## src/rtl/friscv_uart_dbg_pkg.sv

```systemverilog
// Shared command/response byte values and the bridge FSM state type for the UART-to-APB
// debug bridge.
package friscv_uart_dbg_pkg;

  localparam logic [7:0] CMD_WR  = 8'h57;
  localparam logic [7:0] CMD_RD  = 8'h52;
  localparam logic [7:0] RSP_OK  = 8'h4B;
  localparam logic [7:0] RSP_ERR = 8'h45;
  localparam logic [7:0] RSP_TO  = 8'h54;

  typedef enum logic [2:0] {
    StIdle,
    StCmdChk,
    StAddr,
    StData,
    StReq,
    StWaitRdy,
    StResp
  } state_e;

endpackage

```

## src/rtl/friscv_uart_dbg_if.sv

```systemverilog
// Single-transaction peripheral bus driven by the debug bridge (master) and answered by a
// peripheral responder (slave).
interface friscv_uart_dbg_if #(
  parameter int unsigned ADDRW = 16,
  parameter int unsigned XLEN  = 32
);

  logic              mst_en;
  logic              mst_wr;
  logic [ADDRW-1:0]  mst_addr;
  logic [XLEN-1:0]   mst_wdata;
  logic [XLEN/8-1:0] mst_strb;
  logic [XLEN-1:0]   mst_rdata;
  logic              mst_ready;

  modport master (
    output mst_en, mst_wr, mst_addr, mst_wdata, mst_strb,
    input  mst_rdata, mst_ready
  );

  modport slave (
    input  mst_en, mst_wr, mst_addr, mst_wdata, mst_strb,
    output mst_rdata, mst_ready
  );

endinterface

```

## src/rtl/friscv_uart_dbg_phy.sv

```systemverilog
// 8N1 UART physical layer: rx synchronizer and deserializer (byte-valid pulse) and a tx
// serializer with a valid/ready byte input that supports back-to-back frames.
module friscv_uart_dbg_phy #(
  parameter int unsigned CLKS_PER_BIT = 868
) (
  input  logic       aclk,
  input  logic       aresetn,
  input  logic       srst,
  input  logic       uart_rx,
  output logic       uart_tx,
  output logic       rx_valid,
  output logic [7:0] rx_data,
  input  logic       tx_valid,
  input  logic [7:0] tx_data,
  output logic       tx_ready
);

  localparam int unsigned CW = $clog2(CLKS_PER_BIT);
  localparam logic [CW-1:0] BIT_END  = CW'(CLKS_PER_BIT - 1);
  localparam logic [CW-1:0] HALF_END = CW'(CLKS_PER_BIT / 2 - 1);

  typedef enum logic [1:0] {RxIdle, RxStart, RxData, RxStop} rx_state_e;

  logic            rx_meta_q, rx_sync_q, rx_prev_q;
  rx_state_e       rx_st_q, rx_st_d;
  logic [CW-1:0]   rx_cnt_q, rx_cnt_d;
  logic [2:0]      rx_bit_q, rx_bit_d;
  logic [7:0]      rx_sr_q, rx_sr_d;
  logic            rx_valid_q, rx_valid_d;

  logic            tx_busy_q, tx_busy_d;
  logic            tx_q, tx_d;
  logic [8:0]      tx_sr_q, tx_sr_d;
  logic [3:0]      tx_bit_q, tx_bit_d;
  logic [CW-1:0]   tx_cnt_q, tx_cnt_d;

  always_ff @(posedge aclk or negedge aresetn) begin
    if (!aresetn) begin
      rx_meta_q <= 1'b1;
      rx_sync_q <= 1'b1;
      rx_prev_q <= 1'b1;
    end else if (srst) begin
      rx_meta_q <= 1'b1;
      rx_sync_q <= 1'b1;
      rx_prev_q <= 1'b1;
    end else begin
      rx_meta_q <= uart_rx;
      rx_sync_q <= rx_meta_q;
      rx_prev_q <= rx_sync_q;
    end
  end

  always_comb begin
    rx_st_d    = rx_st_q;
    rx_cnt_d   = rx_cnt_q;
    rx_bit_d   = rx_bit_q;
    rx_sr_d    = rx_sr_q;
    rx_valid_d = 1'b0;
    unique case (rx_st_q)
      RxIdle: begin
        rx_cnt_d = '0;
        if (rx_prev_q && !rx_sync_q) rx_st_d = RxStart;
      end
      RxStart: begin
        // Line back high at mid start bit: treat as a glitch.
        if (rx_cnt_q == HALF_END) begin
          rx_cnt_d = '0;
          rx_bit_d = '0;
          rx_st_d  = rx_sync_q ? RxIdle : RxData;
        end else begin
          rx_cnt_d = rx_cnt_q + 1'b1;
        end
      end
      RxData: begin
        if (rx_cnt_q == BIT_END) begin
          rx_cnt_d = '0;
          rx_sr_d  = {rx_sync_q, rx_sr_q[7:1]};
          rx_bit_d = rx_bit_q + 1'b1;
          if (rx_bit_q == 3'd7) rx_st_d = RxStop;
        end else begin
          rx_cnt_d = rx_cnt_q + 1'b1;
        end
      end
      RxStop: begin
        if (rx_cnt_q == BIT_END) begin
          rx_cnt_d   = '0;
          rx_st_d    = RxIdle;
          rx_valid_d = rx_sync_q;
        end else begin
          rx_cnt_d = rx_cnt_q + 1'b1;
        end
      end
      default: rx_st_d = RxIdle;
    endcase
    if (srst) begin
      rx_st_d    = RxIdle;
      rx_cnt_d   = '0;
      rx_bit_d   = '0;
      rx_sr_d    = '0;
      rx_valid_d = 1'b0;
    end
  end

  // Ready during the last stop-bit cycle so the next start bit follows without a gap.
  assign tx_ready = !tx_busy_q || (tx_bit_q == 4'd9 && tx_cnt_q == BIT_END);

  always_comb begin
    tx_busy_d = tx_busy_q;
    tx_d      = tx_q;
    tx_sr_d   = tx_sr_q;
    tx_bit_d  = tx_bit_q;
    tx_cnt_d  = tx_cnt_q;
    if (tx_valid && tx_ready) begin
      tx_busy_d = 1'b1;
      tx_d      = 1'b0;
      tx_sr_d   = {1'b1, tx_data};
      tx_bit_d  = '0;
      tx_cnt_d  = '0;
    end else if (tx_busy_q) begin
      if (tx_cnt_q == BIT_END) begin
        tx_cnt_d = '0;
        if (tx_bit_q == 4'd9) begin
          tx_busy_d = 1'b0;
        end else begin
          tx_d     = tx_sr_q[0];
          tx_sr_d  = {1'b1, tx_sr_q[8:1]};
          tx_bit_d = tx_bit_q + 1'b1;
        end
      end else begin
        tx_cnt_d = tx_cnt_q + 1'b1;
      end
    end
    if (srst) begin
      tx_busy_d = 1'b0;
      tx_d      = 1'b1;
      tx_sr_d   = '0;
      tx_bit_d  = '0;
      tx_cnt_d  = '0;
    end
  end

  always_ff @(posedge aclk or negedge aresetn) begin
    if (!aresetn) begin
      rx_st_q    <= RxIdle;
      rx_cnt_q   <= '0;
      rx_bit_q   <= '0;
      rx_sr_q    <= '0;
      rx_valid_q <= 1'b0;
      tx_busy_q  <= 1'b0;
      tx_q       <= 1'b1;
      tx_sr_q    <= '0;
      tx_bit_q   <= '0;
      tx_cnt_q   <= '0;
    end else begin
      rx_st_q    <= rx_st_d;
      rx_cnt_q   <= rx_cnt_d;
      rx_bit_q   <= rx_bit_d;
      rx_sr_q    <= rx_sr_d;
      rx_valid_q <= rx_valid_d;
      tx_busy_q  <= tx_busy_d;
      tx_q       <= tx_d;
      tx_sr_q    <= tx_sr_d;
      tx_bit_q   <= tx_bit_d;
      tx_cnt_q   <= tx_cnt_d;
    end
  end

  assign rx_valid = rx_valid_q;
  assign rx_data  = rx_sr_q;
  assign uart_tx  = tx_q;

endmodule

```

## src/rtl/friscv_uart_dbg_bridge.sv

```systemverilog
// UART-to-APB debug bridge: decodes 'W'/'R' command frames into single bus transactions.
// Optional bus timeout enabled by defining FRISCV_UART_DBG_TIMEOUT_EN.
module friscv_uart_dbg_bridge
  import friscv_uart_dbg_pkg::*;
#(
  parameter int unsigned ADDRW        = 16,
  parameter int unsigned XLEN         = 32,
  parameter int unsigned CLKS_PER_BIT = 868,
  parameter int unsigned TIMEOUT      = 1024
) (
  input  logic                   aclk,
  input  logic                   aresetn,
  input  logic                   srst,
  input  logic                   uart_rx,
  output logic                   uart_tx,
  friscv_uart_dbg_if.master      bus
);

  localparam int unsigned ABYTES = (ADDRW + 7) / 8;
  localparam int unsigned DBYTES = XLEN / 8;
  localparam int unsigned AW     = ABYTES * 8;

  state_e            state_q, state_d;
  logic [3:0]        cnt_q, cnt_d;
  logic [7:0]        cmd_q, cmd_d;
  logic [AW-1:0]     addr_sr_q, addr_sr_d;
  logic [XLEN-1:0]   data_sr_q, data_sr_d;
  logic              en_q, en_d;
  logic              wr_q, wr_d;
  logic [ADDRW-1:0]  addr_q, addr_d;
  logic [XLEN-1:0]   wdata_q, wdata_d;
  logic [DBYTES-1:0] strb_q, strb_d;
  logic [XLEN-1:0]   resp_sr_q, resp_sr_d;
  logic [3:0]        resp_cnt_q, resp_cnt_d;

  logic              rx_valid;
  logic [7:0]        rx_data;
  logic              tx_valid;
  logic [7:0]        tx_data;
  logic              tx_ready;

  logic              done;
  logic [XLEN-1:0]   resp_load;
  logic [3:0]        resp_len;
  logic              to_hit;

  friscv_uart_dbg_phy #(
    .CLKS_PER_BIT(CLKS_PER_BIT)
  ) u_phy (
    .aclk     (aclk),
    .aresetn  (aresetn),
    .srst     (srst),
    .uart_rx  (uart_rx),
    .uart_tx  (uart_tx),
    .rx_valid (rx_valid),
    .rx_data  (rx_data),
    .tx_valid (tx_valid),
    .tx_data  (tx_data),
    .tx_ready (tx_ready)
  );

`ifdef FRISCV_UART_DBG_TIMEOUT_EN
  localparam int unsigned TW = $clog2(TIMEOUT + 1);
  logic [TW-1:0] to_cnt_q;

  always_ff @(posedge aclk or negedge aresetn) begin
    if (!aresetn) begin
      to_cnt_q <= '0;
    end else if (srst || state_q != StWaitRdy) begin
      to_cnt_q <= '0;
    end else begin
      to_cnt_q <= to_cnt_q + 1'b1;
    end
  end

  assign to_hit = (to_cnt_q == TW'(TIMEOUT - 1));
`else
  assign to_hit = 1'b0;
`endif

  always_comb begin
    state_d    = state_q;
    cnt_d      = cnt_q;
    cmd_d      = cmd_q;
    addr_sr_d  = addr_sr_q;
    data_sr_d  = data_sr_q;
    en_d       = en_q;
    wr_d       = wr_q;
    addr_d     = addr_q;
    wdata_d    = wdata_q;
    strb_d     = strb_q;
    resp_sr_d  = resp_sr_q;
    resp_cnt_d = resp_cnt_q;
    tx_valid   = 1'b0;
    tx_data    = resp_sr_q[XLEN-1 -: 8];
    done       = 1'b0;
    resp_load  = '0;
    resp_len   = 4'd1;
    unique case (state_q)
      StIdle: begin
        if (rx_valid) begin
          cmd_d   = rx_data;
          state_d = StCmdChk;
        end
      end
      StCmdChk: begin
        cnt_d = '0;
        if (cmd_q == CMD_WR || cmd_q == CMD_RD) begin
          state_d = StAddr;
        end else begin
          resp_sr_d  = XLEN'(RSP_ERR) << (XLEN - 8);
          resp_cnt_d = 4'd1;
          state_d    = StResp;
        end
      end
      StAddr: begin
        if (rx_valid) begin
          addr_sr_d = (addr_sr_q << 8) | AW'(rx_data);
          cnt_d     = cnt_q + 1'b1;
          if (cnt_q == 4'(ABYTES - 1)) begin
            cnt_d   = '0;
            state_d = (cmd_q == CMD_WR) ? StData : StReq;
          end
        end
      end
      StData: begin
        if (rx_valid) begin
          data_sr_d = (data_sr_q << 8) | XLEN'(rx_data);
          cnt_d     = cnt_q + 1'b1;
          if (cnt_q == 4'(DBYTES - 1)) begin
            cnt_d   = '0;
            state_d = StReq;
          end
        end
      end
      StReq: begin
        en_d    = 1'b1;
        wr_d    = (cmd_q == CMD_WR);
        addr_d  = addr_sr_q[ADDRW-1:0];
        wdata_d = data_sr_q;
        strb_d  = (cmd_q == CMD_WR) ? '1 : '0;
        state_d = StWaitRdy;
      end
      StWaitRdy: begin
        // Ready in the expiry cycle takes precedence over the timeout.
        if (bus.mst_ready) begin
          done      = 1'b1;
          resp_load = wr_q ? (XLEN'(RSP_OK) << (XLEN - 8)) : bus.mst_rdata;
          resp_len  = wr_q ? 4'd1 : 4'(DBYTES);
        end else if (to_hit) begin
          done      = 1'b1;
          resp_load = XLEN'(RSP_TO) << (XLEN - 8);
          resp_len  = 4'd1;
        end
        if (done) begin
          en_d     = 1'b0;
          strb_d   = '0;
          tx_valid = 1'b1;
          tx_data  = resp_load[XLEN-1 -: 8];
          // First response byte launches in the same cycle mst_en drops.
          if (tx_ready) begin
            resp_sr_d  = resp_load << 8;
            resp_cnt_d = resp_len - 1'b1;
            state_d    = (resp_len == 4'd1) ? StIdle : StResp;
          end else begin
            resp_sr_d  = resp_load;
            resp_cnt_d = resp_len;
            state_d    = StResp;
          end
        end
      end
      StResp: begin
        tx_valid = 1'b1;
        if (tx_ready) begin
          resp_sr_d  = resp_sr_q << 8;
          resp_cnt_d = resp_cnt_q - 1'b1;
          if (resp_cnt_q == 4'd1) state_d = StIdle;
        end
      end
      default: state_d = StIdle;
    endcase
    if (srst) begin
      state_d    = StIdle;
      cnt_d      = '0;
      cmd_d      = '0;
      addr_sr_d  = '0;
      data_sr_d  = '0;
      en_d       = 1'b0;
      wr_d       = 1'b0;
      addr_d     = '0;
      wdata_d    = '0;
      strb_d     = '0;
      resp_sr_d  = '0;
      resp_cnt_d = '0;
      tx_valid   = 1'b0;
    end
  end

  always_ff @(posedge aclk or negedge aresetn) begin
    if (!aresetn) begin
      state_q    <= StIdle;
      cnt_q      <= '0;
      cmd_q      <= '0;
      addr_sr_q  <= '0;
      data_sr_q  <= '0;
      en_q       <= 1'b0;
      wr_q       <= 1'b0;
      addr_q     <= '0;
      wdata_q    <= '0;
      strb_q     <= '0;
      resp_sr_q  <= '0;
      resp_cnt_q <= '0;
    end else begin
      state_q    <= state_d;
      cnt_q      <= cnt_d;
      cmd_q      <= cmd_d;
      addr_sr_q  <= addr_sr_d;
      data_sr_q  <= data_sr_d;
      en_q       <= en_d;
      wr_q       <= wr_d;
      addr_q     <= addr_d;
      wdata_q    <= wdata_d;
      strb_q     <= strb_d;
      resp_sr_q  <= resp_sr_d;
      resp_cnt_q <= resp_cnt_d;
    end
  end

  assign bus.mst_en    = en_q;
  assign bus.mst_wr    = wr_q;
  assign bus.mst_addr  = addr_q;
  assign bus.mst_wdata = wdata_q;
  assign bus.mst_strb  = strb_q;

endmodule

```

## src/flat_wrapper.sv

```systemverilog
// flat-port wrapper written by rule: the top's interface ports become plain ports
module friscv_uart_dbg_bridge_flat import friscv_uart_dbg_pkg::*;
#(
  parameter int unsigned ADDRW        = 16,
  parameter int unsigned XLEN         = 32,
  parameter int unsigned CLKS_PER_BIT = 868,
  parameter int unsigned TIMEOUT      = 1024
)
  (aclk, aresetn, srst, uart_rx, uart_tx, bus_mst_en, bus_mst_wr, bus_mst_addr, bus_mst_wdata, bus_mst_strb, bus_mst_rdata, bus_mst_ready);
  friscv_uart_dbg_if #(.ADDRW(ADDRW), .XLEN(XLEN)) bus_i ();
  input  logic aclk;
  input  logic aresetn;
  input  logic srst;
  input  logic uart_rx;
  output logic uart_tx;
  output wire logic [$bits(bus_i.mst_en)-1:0] bus_mst_en;
  output wire logic [$bits(bus_i.mst_wr)-1:0] bus_mst_wr;
  output wire logic [$bits(bus_i.mst_addr)-1:0] bus_mst_addr;
  output wire logic [$bits(bus_i.mst_wdata)-1:0] bus_mst_wdata;
  output wire logic [$bits(bus_i.mst_strb)-1:0] bus_mst_strb;
  input wire logic [$bits(bus_i.mst_rdata)-1:0] bus_mst_rdata;
  input wire logic [$bits(bus_i.mst_ready)-1:0] bus_mst_ready;
  assign bus_mst_en = bus_i.mst_en;
  assign bus_mst_wr = bus_i.mst_wr;
  assign bus_mst_addr = bus_i.mst_addr;
  assign bus_mst_wdata = bus_i.mst_wdata;
  assign bus_mst_strb = bus_i.mst_strb;
  assign bus_i.mst_rdata = bus_mst_rdata;
  assign bus_i.mst_ready = bus_mst_ready;
  friscv_uart_dbg_bridge #(.ADDRW(ADDRW), .XLEN(XLEN), .CLKS_PER_BIT(CLKS_PER_BIT), .TIMEOUT(TIMEOUT)) u_core (.aclk(aclk), .aresetn(aresetn), .srst(srst), .uart_rx(uart_rx), .uart_tx(uart_tx), .bus(bus_i));
endmodule
```

## config.mk

```make
export PLATFORM = sky130hd
export DESIGN_NAME = friscv_uart_dbg_bridge_flat
export DESIGN_NICKNAME = d
export VERILOG_FILES = /design/src/rtl/friscv_uart_dbg_pkg.sv /design/src/rtl/friscv_uart_dbg_if.sv /design/src/rtl/friscv_uart_dbg_phy.sv /design/src/rtl/friscv_uart_dbg_bridge.sv /design/src/flat_wrapper.sv
export SDC_FILE = /design/constraint.sdc
export NUM_CORES = 1
export LEC_CHECK = 0
export ABC_CLOCK_PERIOD_IN_PS = 7200
export CAP_MARGIN = 20
export CORE_MARGIN = 5
export CORE_UTILIZATION = 55
export CTS_CLUSTER_DIAMETER = 100
export DETAILED_ROUTE_END_ITERATION = 12
export GPL_ROUTABILITY_DRIVEN = 0
export MAX_ROUTING_LAYER = met4
export PLACE_DENSITY = 0.74
export SLEW_MARGIN = 25
export SYNTH_ARGS = -nofsm -noshare
export SYNTH_HDL_FRONTEND = slang
export SYNTH_SLANG_ARGS = --single-unit
```

## constraint.sdc

```tcl
create_clock -name aclk -period 7.2 [get_ports aclk]
set_input_delay 1.08 -clock aclk [delete_from_list [all_inputs] [get_ports aclk]]
set_output_delay 1.08 -clock aclk [all_outputs]
set_load 0.1 [all_outputs]
```

* Word level (Yosys, flattened, before mapping)
Index checks and enable logic that the tools add are counted.
** Word-level totals
- Flip-flop bits (word level) :: 205
- Bits in latches :: 0
- Bits in writable memories :: 0
- Bits in read-only memories :: 0
- Input bits :: 37
- Word-level logic and storage cells :: 218
- Memories kept :: 0
** Cells by class
- Add/sub/neg operators :: 7
- $mul :: 0
- Div/mod/pow operators :: 0
- Magnitude comparators :: 0
- Equality and inequality tests :: 35
- Shifts and indexed selects :: 0
- Multiplexer cells :: 115
- Bitwise logic cells :: 2
- Reductions and logical operators :: 34
** Operators by type and width (number)
- 2-to-1 mux 32 bit :: 12
- case mux 32 bit (3 select lines) :: 1
- 2-to-1 mux 16 bit :: 5
- 2-to-1 mux 4 bit :: 20
- 2-to-1 mux 10 bit :: 7
- 2-to-1 mux 8 bit :: 8
- 2-to-1 mux 3 bit :: 17
- 2-to-1 mux 9 bit :: 5
- OR 32 x 8 -> 32 bit :: 1
- inequality test 3 bit, second input constant :: 10
- case mux 10 bit (3 select lines) :: 1
- 2-to-1 mux 1 bit :: 24
- case mux 4 bit (3 select lines) :: 2
- case mux 3 bit (7 select lines) :: 1
- adder 10 x 1 -> 10 bit, second input constant :: 2
- == test 10 bit, second input constant :: 2
- == test 8 x 7 -> 1 bit, second input constant :: 2
- OR 16 x 8 -> 16 bit :: 1
- inequality test 3 x 2 -> 1 bit, second input constant :: 5
- 2-to-1 mux 2 bit :: 7
- nonzero test 2 bit :: 7
- == test 3 bit, second input constant :: 4
- == test 4 x 1 -> 1 bit, second input constant :: 3
- nonzero test 3 bit :: 4
- other kinds (26) :: 42

* Depth between registers and ports, before layout
- Depth in word-level cells :: 9
- Mapped depth :: 11
- Gate-level depth less buffers :: 10

* Hierarchy
From an unflattened synthesis, not the netlist that was laid out.
** Second synthesis, totals
- Cell total of the unflattened synthesis :: 996
- Area, all modules :: 9690.5 um^2
** By module, submodules not included
- friscv_uart_dbg_bridge :: instances 1, cells an instance 755, area an instance 7184.4 um^2, seq. area each 3753.6 um^2
- friscv_uart_dbg_phy :: instances 1, cells an instance 241, area an instance 2506.2 um^2, seq. area each 1306.3 um^2

* Worst setup path before layout
OpenSTA, ideal clock, no wires.
- Kind :: in2reg
- From :: input port bus_mst_ready
- To :: register u_core.resp_sr_q[26]
- Arrival :: 2.370 ns
- Slack :: 4.752 ns
- Stages on the path :: 6
- Buffers on the path :: 1
- Cell sequence :: nand2b_1 nor3_1 clkbuf_1 nand3_1 and3b_1 o2bb2ai_1
** Between the ends
- Word-level cells in the longest chain between the ends :: 5
- Elaborated cells on any way between the ends :: 9
** Ends and longest elaborated chain
- from (decl) :: line flat_wrapper.sv:22 : input wire logic [$bits(bus_i.mst_ready)-1:0] bus_mst_ready;
- 2-to-1 mux 32 bit :: line friscv_uart_dbg_bridge.sv:146 : if (bus.mst_ready) begin
- 2-to-1 mux 32 bit :: line friscv_uart_dbg_bridge.sv:161 : if (tx_ready) begin
- 2-to-1 mux 32 bit :: line friscv_uart_dbg_bridge.sv:155 : if (done) begin
- case mux 32 bit (3 select lines) :: line friscv_uart_dbg_bridge.sv:99 : unique case (state_q)
- 2-to-1 mux 32 bit :: line friscv_uart_dbg_bridge.sv:182 : if (srst) begin
- to (signal assigned) :: line friscv_uart_dbg_bridge.sv:224 : resp_sr_q <= resp_sr_d;
- to (decl) :: line friscv_uart_dbg_bridge.sv:33 : logic [XLEN-1:0] resp_sr_q, resp_sr_d;
Parallel ways exist; a longest one is shown, timed or not. The select of a mux whose other input is x is not followed.
A chain may end at the register's enable or synchronous reset.

* Final worst setup path
- From :: register u_core.wr_q (netlist: u_core.bus.mst_wr)
- To :: output port bus_mst_wr
** RTL lines
- from (decl) :: line friscv_uart_dbg_bridge.sv:29 : logic wr_q, wr_d;
- from (signal assigned) :: line friscv_uart_dbg_bridge.sv:220 : wr_q <= wr_d;
- to (decl) :: line flat_wrapper.sv:17 : output wire logic [$bits(bus_i.mst_wr)-1:0] bus_mst_wr;
No word-level cell between the ends.

==> results.txt <==
The kind of critical path is register to output pin. Across every metal layer, demand over resource in global routing totals 23.6%. STA puts the critical path data required time at 6120 ps.

0 antenna diodes ended up in the layout. The fraction of layout cells with a size suffix above 1 works out to 6.33%. During synthesis, Yosys emitted a total of 0 warnings. Setup violations remaining at the end of the flow were counted as 0.

The per-instance average area after synthesis was 9.23 sq um. The buffering stage count on the worst path with inverters included came out at 1. For the number of hold-slack violations in the final timing report, the log shows 0.

Dominant synthesized flop cell: sky130_fd_sc_hd__dfrtp_1. Logic depth of the worst setup path including buffers: 1. The library cell used most frequently in the layout, excluding fill and tap cells, is sky130_fd_sc_hd__nand2_1.

The first global-routing pass estimated 39400 um of wire. Static leakage: 4.62 nW. The worst setup path is launched from a register. The share of the clock period used by the worst path was 48.3%.

For this run, the slowest stage of the critical path takes 1260 ps. VDD sags by at most 0.194 mV. The number of port buffers came out at 91. The count of nets left with antenna violations once routing finished came out at 0. The library cells used most frequently in the layout, excluding fill and tap cells, are sky130_fd_sc_hd__nand2_1, sky130_fd_sc_hd__dfrtp_1, sky130_fd_sc_hd__a21oi_1, sky130_fd_sc_hd__clkdlybuf4s50_1, sky130_fd_sc_hd__nor2_1.

The distinct cell type count after synthesis is 65, and the number of H-tree levels is 1. The area overhead of the layout relative to synthesis is 17.7%. In this run, post-CTS repair resized a total of 0 instances.

The maximum number of pins on one net before global-route repair was 127. The tools report the fill cell total of the finished layout as 1467. The final max-slew violation count is 0. The floorplan step defined a die boundary enclosing 20800 sq um. Clock-pin slew was measured on the worst setup and hold paths at 60 ps. Measured on the finished design, the core utilization comes to 65.5%. Synthesis inferred 202 register bits. In the final routed layout, each cell accounts on average for 17.1 um.

Grouping stages by cell kind, the critical path spends the most delay in buffers and inverters. Number of buffers inserted by post-CTS setup repair: 0. The share of async-settable or async-resettable flops after synthesis was 100%; the count of flip-flops with a built-in enable after synthesis was 0. Class of the tightest hold or removal check: input port to async pin. The height of the chip was 144 um; the number of standard cells after synthesis was 1076. In this run the standard cell core region covers 17800 sq um. In the routed design, unresolved DRC markers number 0.

At the end of the flow, the number of nets in the layout was 1172. In this run the tightest slew margin relative to its limit is 33.2%. The worst setup path is captured at an output pin.

For the placement row count, the log shows 49. The slowest stage of the critical path belongs to the cell sky130_fd_sc_hd__clkdlybuf4s50_1. Walking the worst path, the cells encountered are clkdlybuf4s50_1.

The buffer depth of the longest clock path came out at 3. Before antenna repair, the detailed router went through 5 iterations. Summed over all nets, the half-perimeter wirelength after detailed placement is 14500 um. TritonCTS built the clock tree. Buffers inserted during clock tree synthesis total 22. The worst register-to-register path has a depth of 6. Measured along the x axis, the die boundary spans 144 um.

The detailed router placed 7980 vias in this run. The run finished with clean final reports. The tree is rooted in a sky130_fd_sc_hd__clkbuf_16. For this block, the initial DRC count from the detailed router was 739. The number of hold buffers added after CTS was 0. The logs give 490 ps for the source-to-sink clock delay at the later pin of the worst-skew pair and 4190 ps for the worst setup slack for register-to-register paths. The number of nets in the synthesized netlist is 1126. For the worst setup path, the data arrival time is 2400 ps.

The critical-path maximum fanout is 12. The tools report the total overflow reported by the global router as 0. For this configuration, the core starts out at a cell density of 55.7%. 92 I/O pins were placed. The tools report the total length of routed wires as 23400 um. In this run the cell area of the synthesized design comes to 9930 sq um. The tool flagged a number of max-cap violations equal to 0. For the pin with the worst max-slew slack, the measured transition is 999 ps.

Adding up every negative setup slack in the final design gives 0 ps. For the finished layout, the period the worst path requires is 3480 ps. The run gives 0 as the number of antenna violations at the first check in global routing. The maximum clock frequency is 288 MHz, and the detailed-route vias per instance is 5.84.

The worst clock skew on the final layout came out at 9.29 ps. The tools report the TritonCTS sink count as 202. Setup repair after global routing left no endpoint under its margin. The sequential-to-total area share from yosys stat was 51.0%; the number of global-route vias before repair was 7718. In this run the power density over the cells is 254 nW/um^2.
-- flip-flops by register name (all words and copies together) (netlist names), 2 cells and up --
name / flops
u_core.addr_sr_q: 16
u_core.bus.mst_addr: 16
u_core.bus.mst_wdata: 32
u_core.cmd_q: 8
u_core.cnt_q: 4
u_core.data_sr_q: 32
u_core.resp_cnt_q: 4
u_core.resp_sr_q: 32
u_core.state_q: 3
u_core.u_phy.rx_bit_q: 3
u_core.u_phy.rx_cnt_q: 10
u_core.u_phy.rx_data: 8
u_core.u_phy.rx_st_q: 2
u_core.u_phy.tx_bit_q: 4
u_core.u_phy.tx_cnt_q: 10
u_core.u_phy.tx_sr_q: 9
-- cell usage after synthesis (19+ instances only) --
library cell | count | share of area, %
sky130_fd_sc_hd__o21ai_0 | 46 | 2.3
sky130_fd_sc_hd__nand2b_1 | 26 | 1.6
sky130_fd_sc_hd__nor2_1 | 64 | 2.4
sky130_fd_sc_hd__a32o_1 | 19 | 1.9
sky130_fd_sc_hd__clkbuf_1 | 64 | 2.4
sky130_fd_sc_hd__a21oi_1 | 112 | 5.6
sky130_fd_sc_hd__mux2i_1 | 33 | 3.3
sky130_fd_sc_hd__o2bb2ai_1 | 29 | 2.6
sky130_fd_sc_hd__nand4_1 | 24 | 1.5
sky130_fd_sc_hd__nand2_1 | 234 | 8.8
sky130_fd_sc_hd__nand3_1 | 37 | 1.9
sky130_fd_sc_hd__dfrtp_1 | 198 | 50
-- final timing paths --
path                                               start                        to
min in group aclk                   u_core.addr_sr_q[13]      u_core.addr_sr_q[13]
worst min-delay path                             aresetn  u_core.u_phy.tx_bit_q[1]
max in group asynchronous                        aresetn       u_core.addr_sr_q[0]
worst min register to register      u_core.addr_sr_q[13]      u_core.addr_sr_q[13]
worst max-delay path                   u_core.bus.mst_wr                bus_mst_wr
worst max register to register  u_core.u_phy.tx_cnt_q[0]      u_core.resp_cnt_q[3]
-- layout make-up --
cell class	count	area (sq um)	share of cell area, %
Sequential cell	202	5060	43.3
Multi-Input combinational cell	776	4510	38.6
Timing Repair Buffer	103	1030	8.82
Clock buffer	35	661	5.65
Tap cell	229	287	2.45
Clock inverter	5	77.6	0.664
Inverter	17	63.8	0.546
-- cell families after synthesis --
| group | synth area share [%] |
|---|---|
| muxes | 3.78 |
| buffers and inverters | 4.20 |
| DFF | 51.0 |
| and+or+nand+nor | 21.1 |
| adders and majority gates | 1.64 |
| xor gates and xnor gates | 1.15 |
| AOI/OAI and AO/OA | 17.2 |
-- per-layer routing --
| layer | vias to the layer above | global-route usage [%] | share of wire (%) |
|---|---|---|---|
| li1 | 3866 | - | - |
| met1 | 3875 | 35.2 | 47 |
| met2 | 204 | 34.6 | 46 |
| met3 | 35 | 3.04 | 5.1 |
| met4 | 0 | 5.89 | 2.2 |
| met5 | - | - | 0 |
-- where the power goes --
group | internal (mW) | leakage [nW] | total [mW] | switching, mW
logic | 0.168 | 1.46 | 0.593 | 0.425
clock network | 0.700 | 0.358 | 1.15 | 0.447
registers | 1.17 | 2.80 | 1.23 | 0.0529
total | 2.04 | 4.62 | 2.97 | 0.925
-- through the flow --
step	instances	hold WS, ps	setup WS, ps	instance area [sq um]	total power [mW]
finish	1367	439	3720	11700	2.97
detailed placement	1326	470	3580	10900	1.83
global placement	1326	461	3640	10900	1.82
global route	1367	440	3640	11700	3.10
CTS	1366	483	3710	11600	2.97
floorplan	1076	449	4750	9930	1.66
Note: power is estimated with default switching activity, not from simulation.
